--- src/rtl/seq_shift_add_multiplier.sv ---
// Sequential unsigned shift-and-add multiplier: one partial product per clock,
// start/busy/done handshake, result held until the next accepted operation.
module seq_shift_add_multiplier #(
    parameter  int WIDTH = 4,
    localparam int CNT_W = $clog2(WIDTH + 1)
) (
    input  logic                 clk,
    input  logic                 rst_n,
    input  logic                 start,
    input  logic [WIDTH-1:0]     a,
    input  logic [WIDTH-1:0]     b,
    output logic [2*WIDTH-1:0]   product,
    output logic                 busy,
    output logic                 done
);

    typedef enum logic [1:0] {
        ST_IDLE = 2'd0,
        ST_RUN  = 2'd1,
        ST_DONE = 2'd2
    } state_t;

    localparam logic [CNT_W-1:0] CNT_ZERO = {CNT_W{1'b0}};
    localparam logic [CNT_W-1:0] CNT_ONE  = {{(CNT_W-1){1'b0}}, 1'b1};
    localparam logic [CNT_W-1:0] CNT_LAST = CNT_W'(WIDTH - 1);

    state_t               state_r;
    logic [2*WIDTH-1:0]   mcand_r;
    logic [WIDTH-1:0]     mplier_r;
    logic [2*WIDTH-1:0]   acc_r;
    logic [CNT_W-1:0]     count_r;
    logic [2*WIDTH-1:0]   product_r;
    logic                 busy_r;
    logic                 done_r;

    logic [2*WIDTH-1:0]   acc_next_s;
    logic                 last_step_s;

    assign last_step_s = (count_r == CNT_LAST);

    // Partial-product accumulation for the current multiplier bit.
    always_comb begin
        acc_next_s = acc_r;
        if (mplier_r[0]) begin
            acc_next_s = acc_r + mcand_r;
        end else begin
            acc_next_s = acc_r;
        end
    end

    // Control FSM and datapath registers; Product is only written on the last RUN step.
    always_ff @(posedge clk or negedge rst_n) begin
        if (!rst_n) begin
            state_r   <= ST_IDLE;
            mcand_r   <= {(2*WIDTH){1'b0}};
            mplier_r  <= {WIDTH{1'b0}};
            acc_r     <= {(2*WIDTH){1'b0}};
            count_r   <= CNT_ZERO;
            product_r <= {(2*WIDTH){1'b0}};
            busy_r    <= 1'b0;
            done_r    <= 1'b0;
        end else begin
            case (state_r)
                ST_IDLE, ST_DONE: begin
                    done_r <= 1'b0;
                    if (start) begin
                        mcand_r  <= {{WIDTH{1'b0}}, a};
                        mplier_r <= b;
                        acc_r    <= {(2*WIDTH){1'b0}};
                        count_r  <= CNT_ZERO;
                        busy_r   <= 1'b1;
                        state_r  <= ST_RUN;
                    end else begin
                        busy_r   <= 1'b0;
                        state_r  <= ST_IDLE;
                    end
                end
                ST_RUN: begin
                    acc_r    <= acc_next_s;
                    mcand_r  <= mcand_r << 1'b1;
                    mplier_r <= mplier_r >> 1'b1;
                    count_r  <= count_r + CNT_ONE;
                    if (last_step_s) begin
                        product_r <= acc_next_s;
                        busy_r    <= 1'b0;
                        done_r    <= 1'b1;
                        state_r   <= ST_DONE;
                    end else begin
                        busy_r    <= 1'b1;
                        done_r    <= 1'b0;
                        state_r   <= ST_RUN;
                    end
                end
                default: begin
                    busy_r  <= 1'b0;
                    done_r  <= 1'b0;
                    state_r <= ST_IDLE;
                end
            endcase
        end
    end

    assign product = product_r;
    assign busy    = busy_r;
    assign done    = done_r;

endmodule
--- config.mk ---
export PLATFORM = sky130hd
export DESIGN_NAME = seq_shift_add_multiplier
export DESIGN_NICKNAME = d
export VERILOG_FILES = /design/src/rtl/seq_shift_add_multiplier.sv
export SDC_FILE = /design/constraint.sdc
export NUM_CORES = 1
export LEC_CHECK = 0
export CAP_MARGIN = 40
export CORE_MARGIN = 5
export CORE_UTILIZATION = 54
export DETAILED_ROUTE_END_ITERATION = 10
export GPL_ROUTABILITY_DRIVEN = 1
export PLACE_DENSITY_LB_ADDON = 0.1
export SLEW_MARGIN = 20
export SYNTH_ARGS = -nofsm -noshare
export SYNTH_HDL_FRONTEND = slang
export SYNTH_SLANG_ARGS = --single-unit
--- constraint.sdc ---
create_clock -name clk -period 2.8 [get_ports clk]
set_input_delay 0.42 -clock clk [delete_from_list [all_inputs] [get_ports clk]]
set_output_delay 0.42 -clock clk [all_outputs]
set_load 0.02 [all_outputs]
==> results.json, run 1 <==
{
  "finalInstanceArea_um2": 1970,
  "worstSetupStartpoint": "mcand_r[1]",
  "number_of_synthesized_flops_with_an_enable_pin": 0,
  "finClkSkew_ps": 13.9,
  "cts-root-buf": "sky130_fd_sc_hd__clkbuf_4",
  "post_drt_wl_per_cell_um": 16.2,
  "worst_hold_path_type": "input port to async pin",
  "first_pass_grt_wire_length_um": 5980,
  "layout.cells.most_common": "sky130_fd_sc_hd__dfrtp_1",
  "grt_pass1_vias": 1290,
  "critical_path_peak_fanout": 4,
  "track_usage_pct": 18.8,
  "place.port_buffers": 20,
  "rrSetupSlack_ps": 670,
  "cts.path.max_buffers": 2,
  "synth_cell_type_count": 36,
  "remaining_drc_errors": 0,
  "hpwl_um": 2570,
  "maximum_number_of_pins_on_one_net_before_global_route_repair": 34,
  "outcome": "complete, no violations",
  "worst-slew-pin-transition_ps": 784,
  "top_area_cell_type_share_of_the_netlist_area_pct": 49.9,
  "critPathCapture": "acc_r[7]",
  "antenna_found_initial": 0,
  "cts_setup_buffers": 0,
  "worst_path_largest_cell_delay_ps": 480,
  "grt_overflow": 0,
  "cp-end-kind": "flop",
  "placedCellCount": 211,
  "area_growth_syn_to_layout_pct": 19.0,
  "gp_congestion": 0.877,
  "std_cell_rows": 20,
  "worstPathArrival_ps": 2410,
  "ir_drop_mv": 0.625,
  "hold_viol": 0,
  "cts_resized": 0,
  "clock_tree.htree_level_count": 2,
  "starting_density_of_the_core_pct": 55.1,
  "reg2reg_depth": 6,
  "synthesis.area_per_instance_um2": 10.1,
  "cp_top_family": "simple AND/OR/NAND/NOR gates",
  "final_util_pct": 65.6,
  "regToRegStartpoint": "mcand_r[1]",
  "most_instantiated_flip_flop_cell_in_the_synthesis_netlist": "sky130_fd_sc_hd__dfrtp_1",
  "wirelength_um": 3550,
  "routed_via_density": 5.92,
  "core_area_um2": 3000,
  "worstPathRequired_ps": 3080,
  "r2r_end": "acc_r[7]",
  "boundaryPins": 21,
  "ctsHoldBuffers": 0,
  "totalPowerFinal_mw": 2.53,
  "chipHeight_um": 65.4,
  "crit_buf_inv": 0,
  "maxClockFrequency_mhz": 469,
  "dpl-instance-area_um2": 1880,
  "drv_slew": 0,
  "timing.final.setup_violations": 0,
  "firstDrtPassIters": 4,
  "synth_area_um2": 1660,
  "period_share_pct": 76.1,
  "yosys-top-cells-area": "sky130_fd_sc_hd__dfrtp_1 (50%), sky130_fd_sc_hd__ha_1 (6.8%), sky130_fd_sc_hd__a22o_1 (3.7%)",
  "crit_path_cell_trace": "ha_1 > a211oi_2 > nor3_1 > o31a_1 > or4b_1 > nand3_1",
  "fin_worst_hold_slack_ps": 458,
  "cts_buf_count": 5,
  "power.leakage_nw": 0.906,
  "proportion_of_register_bits_with_asynchronous_set_or_reset_after_synthesis_pct": 100,
  "post_place_setup_slack_ps": 689,
  "synth.yosys.seq_area_share_pct": 49.9,
  "mostFrequentLayoutCells": "sky130_fd_sc_hd__dfrtp_1 (33), sky130_fd_sc_hd__clkdlybuf4s50_1 (20), sky130_fd_sc_hd__nand2_1 (15), sky130_fd_sc_hd__nor2_1 (14), sky130_fd_sc_hd__o21ai_0 (12)",
  "total_die_area_um2": 4270,
  "synth-warning-count": 0,
  "cts_tree": "done",
  "postSynthRegisterBits": 33,
  "setup.worst_path.start_class": "flop",
  "non_filler_instance_count_after_layout": 219,
  "ant_nets": 0,
  "max_cap_violations": 0,
  "worstSetupPathDepth": 6,
  "post_route_cells_drive_above_1_share_pct": 5.91,
  "drt_iter0_drc": 66,
  "rsz0062_at_grt": "false",
  "syn_inst": 164,
  "totalNegativeSetupSlack_ps": 0,
  "power.density_nw_per_um2": 1280,
  "cts_num_sinks": 33,
  "synth_area_leader_cell": "sky130_fd_sc_hd__dfrtp_1",
  "slowest_stage": "sky130_fd_sc_hd__or4b_1",
  "clkLatencyLatePin_ps": 340,
  "antenna-diode-count": 0,
  "relSlewSlack_pct": 47.6,
  "final_nets": 206,
  "criticalPathCategory": "flop to flop",
  "min_period_ps": 2130,
  "die_w_um": 65.4,
  "num_vias": 1296,
  "post_synthesis_net_count": 185,
  "cts.clk_slew.worst_paths_ps": 110,
  "layout_setup_ws_ps": 668
}
==> cells in the mapped netlist (2+ instances only) <==
library cell	number
sky130_fd_sc_hd__and3_1	2
sky130_fd_sc_hd__nor2b_1	3
sky130_fd_sc_hd__nand2b_1	2
sky130_fd_sc_hd__nor2_1	14
sky130_fd_sc_hd__mux2i_1	4
sky130_fd_sc_hd__nand3_1	10
sky130_fd_sc_hd__a21oi_1	8
sky130_fd_sc_hd__nor3_1	2
sky130_fd_sc_hd__o21ai_0	12
sky130_fd_sc_hd__a22o_1	7
sky130_fd_sc_hd__clkbuf_1	6
sky130_fd_sc_hd__inv_1	3
sky130_fd_sc_hd__o22ai_1	5
sky130_fd_sc_hd__nand2_1	15
sky130_fd_sc_hd__ha_1	9
sky130_fd_sc_hd__dfrtp_1	33
sky130_fd_sc_hd__a21o_1	5
sky130_fd_sc_hd__xnor2_1	4
sky130_fd_sc_hd__o22a_1	3
==> layout make-up <==
class                      instances  area (um^2)
sequential                        33          826
fill                             234         1030
timing repair buffer              22          215
clock buffer                       6         51.3
multi-input combinational        119          783
clock inverter                     2         37.5
tap                               33         41.3
inverter                           4         15.0
==> layer usage <==
layer	vias up	routed length, um	global-route usage, %
li1	638	-	-
met1	613	1700	25.1
met2	38	1600	28.3
met3	7	187	6.50
met4	0	68	6.74
met5	-	0	0
==> logic make-up after synthesis <==
kind of cell	after synthesis	synth area share [%]
adder cells (fa/ha/maj)	10	8.01
flip-flops	33	49.9
multiplexers	4	2.42
AND/OR/NAND/NOR	51	14.3
AO/OA/AOI/OAI	49	20.0
XOR/XNOR	5	2.65
buffers and inverters	12	2.80
==> registers in the layout (all words and copies together) (netlist names) <==
signal	count
state_r	1
done	1
acc_r	8
count_r	3
mplier_r	4
product	8
mcand_r	8
==> how the worst min path moves through the flow <==
| stage | slack (ps) | to | from |
|---|---|---|---|
| 6_report | 460 | mcand_r[2] | rst_n |
| 5_1_grt | 480 | mcand_r[2] | rst_n |
| 4_1_cts | 480 | mcand_r[2] | rst_n |
| 3_5_place_dp | 480 | product[0] | product[0] |
| 3_3_place_gp | 470 | product[0] | product[0] |
| 2_1_floorplan | 120 | acc_r[0] | rst_n |
==> power by group <==
part / switching [mW] / internal (mW)
clock network: 0.165 / 0.212
registers: 0.188 / 0.694
logic: 0.707 / 0.561
total: 1.06 / 1.47
No activity file was read; power rests on OpenSTA's default activity.
==> run 2: changes to the inputs <==
- clock period: 2.8 -> 2.1 ns (I/O delays scaled with it)
==> run 2 against run 1 <==
  * Combinational power increased by 56%
  * Cell area up 6.5%
  * Register-to-register slack lost 600 ps
  * Cell count grew 3.7%
  * Clock skew up 2.8 ps
  * Routed wire length increased by 13%
  * Hold slack worse by 100 ps
  * Utilization increased by 4.3 points
  * Sequential cell count unchanged
  * Highest routed layer unchanged
==> results.json, run 2 (synthesis results as in run 1) <==
{
  "outcome": "complete, no violations",
  "firstDrtPassIters": 4,
  "antenna_found_initial": 0,
  "slowest_stage": "sky130_fd_sc_hd__dfrtp_2",
  "drt_iter0_drc": 88,
  "maxClockFrequency_mhz": 493,
  "cts.path.max_buffers": 2,
  "hold_viol": 0,
  "totalPowerFinal_mw": 3.69,
  "worst_hold_path_type": "input port to async pin",
  "core_area_um2": 3000,
  "boundaryPins": 21,
  "worstPathArrival_ps": 2290,
  "clkLatencyLatePin_ps": 340,
  "non_filler_instance_count_after_layout": 227,
  "criticalPathCategory": "flop to flop",
  "track_usage_pct": 21.1,
  "antenna-diode-count": 0,
  "cp_top_family": "compound AO/OA/AOI/OAI gates",
  "gp_congestion": 0.830,
  "grt_overflow": 0,
  "clock_tree.htree_level_count": 2,
  "drv_slew": 0,
  "crit_buf_inv": 0,
  "num_vias": 1380,
  "cts.clk_slew.worst_paths_ps": 110,
  "power.density_nw_per_um2": 1760,
  "layout.cells.most_common": "sky130_fd_sc_hd__dfrtp_1",
  "wirelength_um": 4000,
  "maximum_number_of_pins_on_one_net_before_global_route_repair": 34,
  "ir_drop_mv": 0.911,
  "power.leakage_nw": 0.944,
  "ctsHoldBuffers": 0,
  "total_die_area_um2": 4270,
  "post_route_cells_drive_above_1_share_pct": 14.9,
  "setup.worst_path.start_class": "flop",
  "final_util_pct": 69.9,
  "worst_path_largest_cell_delay_ps": 460,
  "timing.final.setup_violations": 0,
  "std_cell_rows": 20,
  "remaining_drc_errors": 0,
  "max_cap_violations": 0,
  "relSlewSlack_pct": 63.1,
  "routed_via_density": 6.08,
  "post_drt_wl_per_cell_um": 17.6,
  "finClkSkew_ps": 16.7,
  "worst-slew-pin-transition_ps": 553,
  "final_nets": 214,
  "crit_path_cell_trace": "ha_4 > o211ai_1 > nor3_2 > o31a_1 > or4_1 > a31oi_1",
  "starting_density_of_the_core_pct": 55.1,
  "cts_num_sinks": 33,
  "worstPathRequired_ps": 2360,
  "min_period_ps": 2030,
  "chipHeight_um": 65.4,
  "hpwl_um": 2740,
  "cts_tree": "done",
  "first_pass_grt_wire_length_um": 6850,
  "cts_buf_count": 5,
  "placedCellCount": 216,
  "cp-end-kind": "flop",
  "place.port_buffers": 20,
  "grt_pass1_vias": 1467,
  "ant_nets": 0,
  "critical_path_peak_fanout": 4,
  "cts-root-buf": "sky130_fd_sc_hd__clkbuf_4",
  "area_growth_syn_to_layout_pct": 26.8,
  "die_w_um": 65.4,
  "mostFrequentLayoutCells": "sky130_fd_sc_hd__dfrtp_1 (31), sky130_fd_sc_hd__clkdlybuf4s50_1 (20), sky130_fd_sc_hd__nand2_1 (15), sky130_fd_sc_hd__nor2_1 (14), sky130_fd_sc_hd__o21ai_0 (12)",
  "period_share_pct": 96.6
}
run 2: changes by cell type in the layout (fill, tap and decap cells not counted), sizes merged:
cell	change
buf	+8
clkbuf	+1
clkinvlp	-1
run 2: per-layer routing:
layer	wire length [um]	up-vias	GRT usage, %	share of wire [%]
met3	223	13	5.81	5.6
li1	-	645	-	-
met2	1950	38	34.8	49
met5	0	-	0	0
met1	1720	684	25.7	43
met4	104	0	9.84	2.6
run 2: final timing paths:
check                           start          end  slack [ps]  depth (start not counted)
setup / recovery           mcand_r[2]   product[7]          70                          6
setup reg to reg           mcand_r[2]   product[7]          70                          6
max in group asynchronous       rst_n     acc_r[1]        1410                          2
hold reg to reg            product[6]   product[6]         500                          2
min in group clk           product[6]   product[6]         500                          2
hold / removal                  rst_n  mplier_r[3]         360                          2
run 2: report_power, final:
group	switching [mW]	internal (mW)	leakage, nW
registers	0.270	0.929	0.408
clock network	0.220	0.284	0.0455
logic	1.05	0.936	0.491
run 2: layout make-up:
type	instances	area, um^2
Sequential cell	33	828
Fill cell	252	905
Clock buffer	7	55.1
Clock inverter	1	30.0
Tap cell	33	41.3
Inverter	4	15.0
Timing Repair Buffer	30	275
Multi-Input combinational cell	119	853
run 2: stage by stage:
stage	setup WS (ps)	setup TNS (ps)	hold slack [ps]	cell area, um^2
finish	70.6	0	357	2100
global route	-10.6	-10.6	402	2100
CTS	18.3	0	375	2020
detailed placement	7.19	0	475	1920
global placement	97.9	0	464	1920
floorplan	175	0	19.4	1660
run 2: repair_timing:
action | in CTS | in global routing
setup buffers | 0 | 3
endpoints found under the setup margin | 1 | 4
gates resized for setup | 1 | 11
pin swaps | 1 | 4
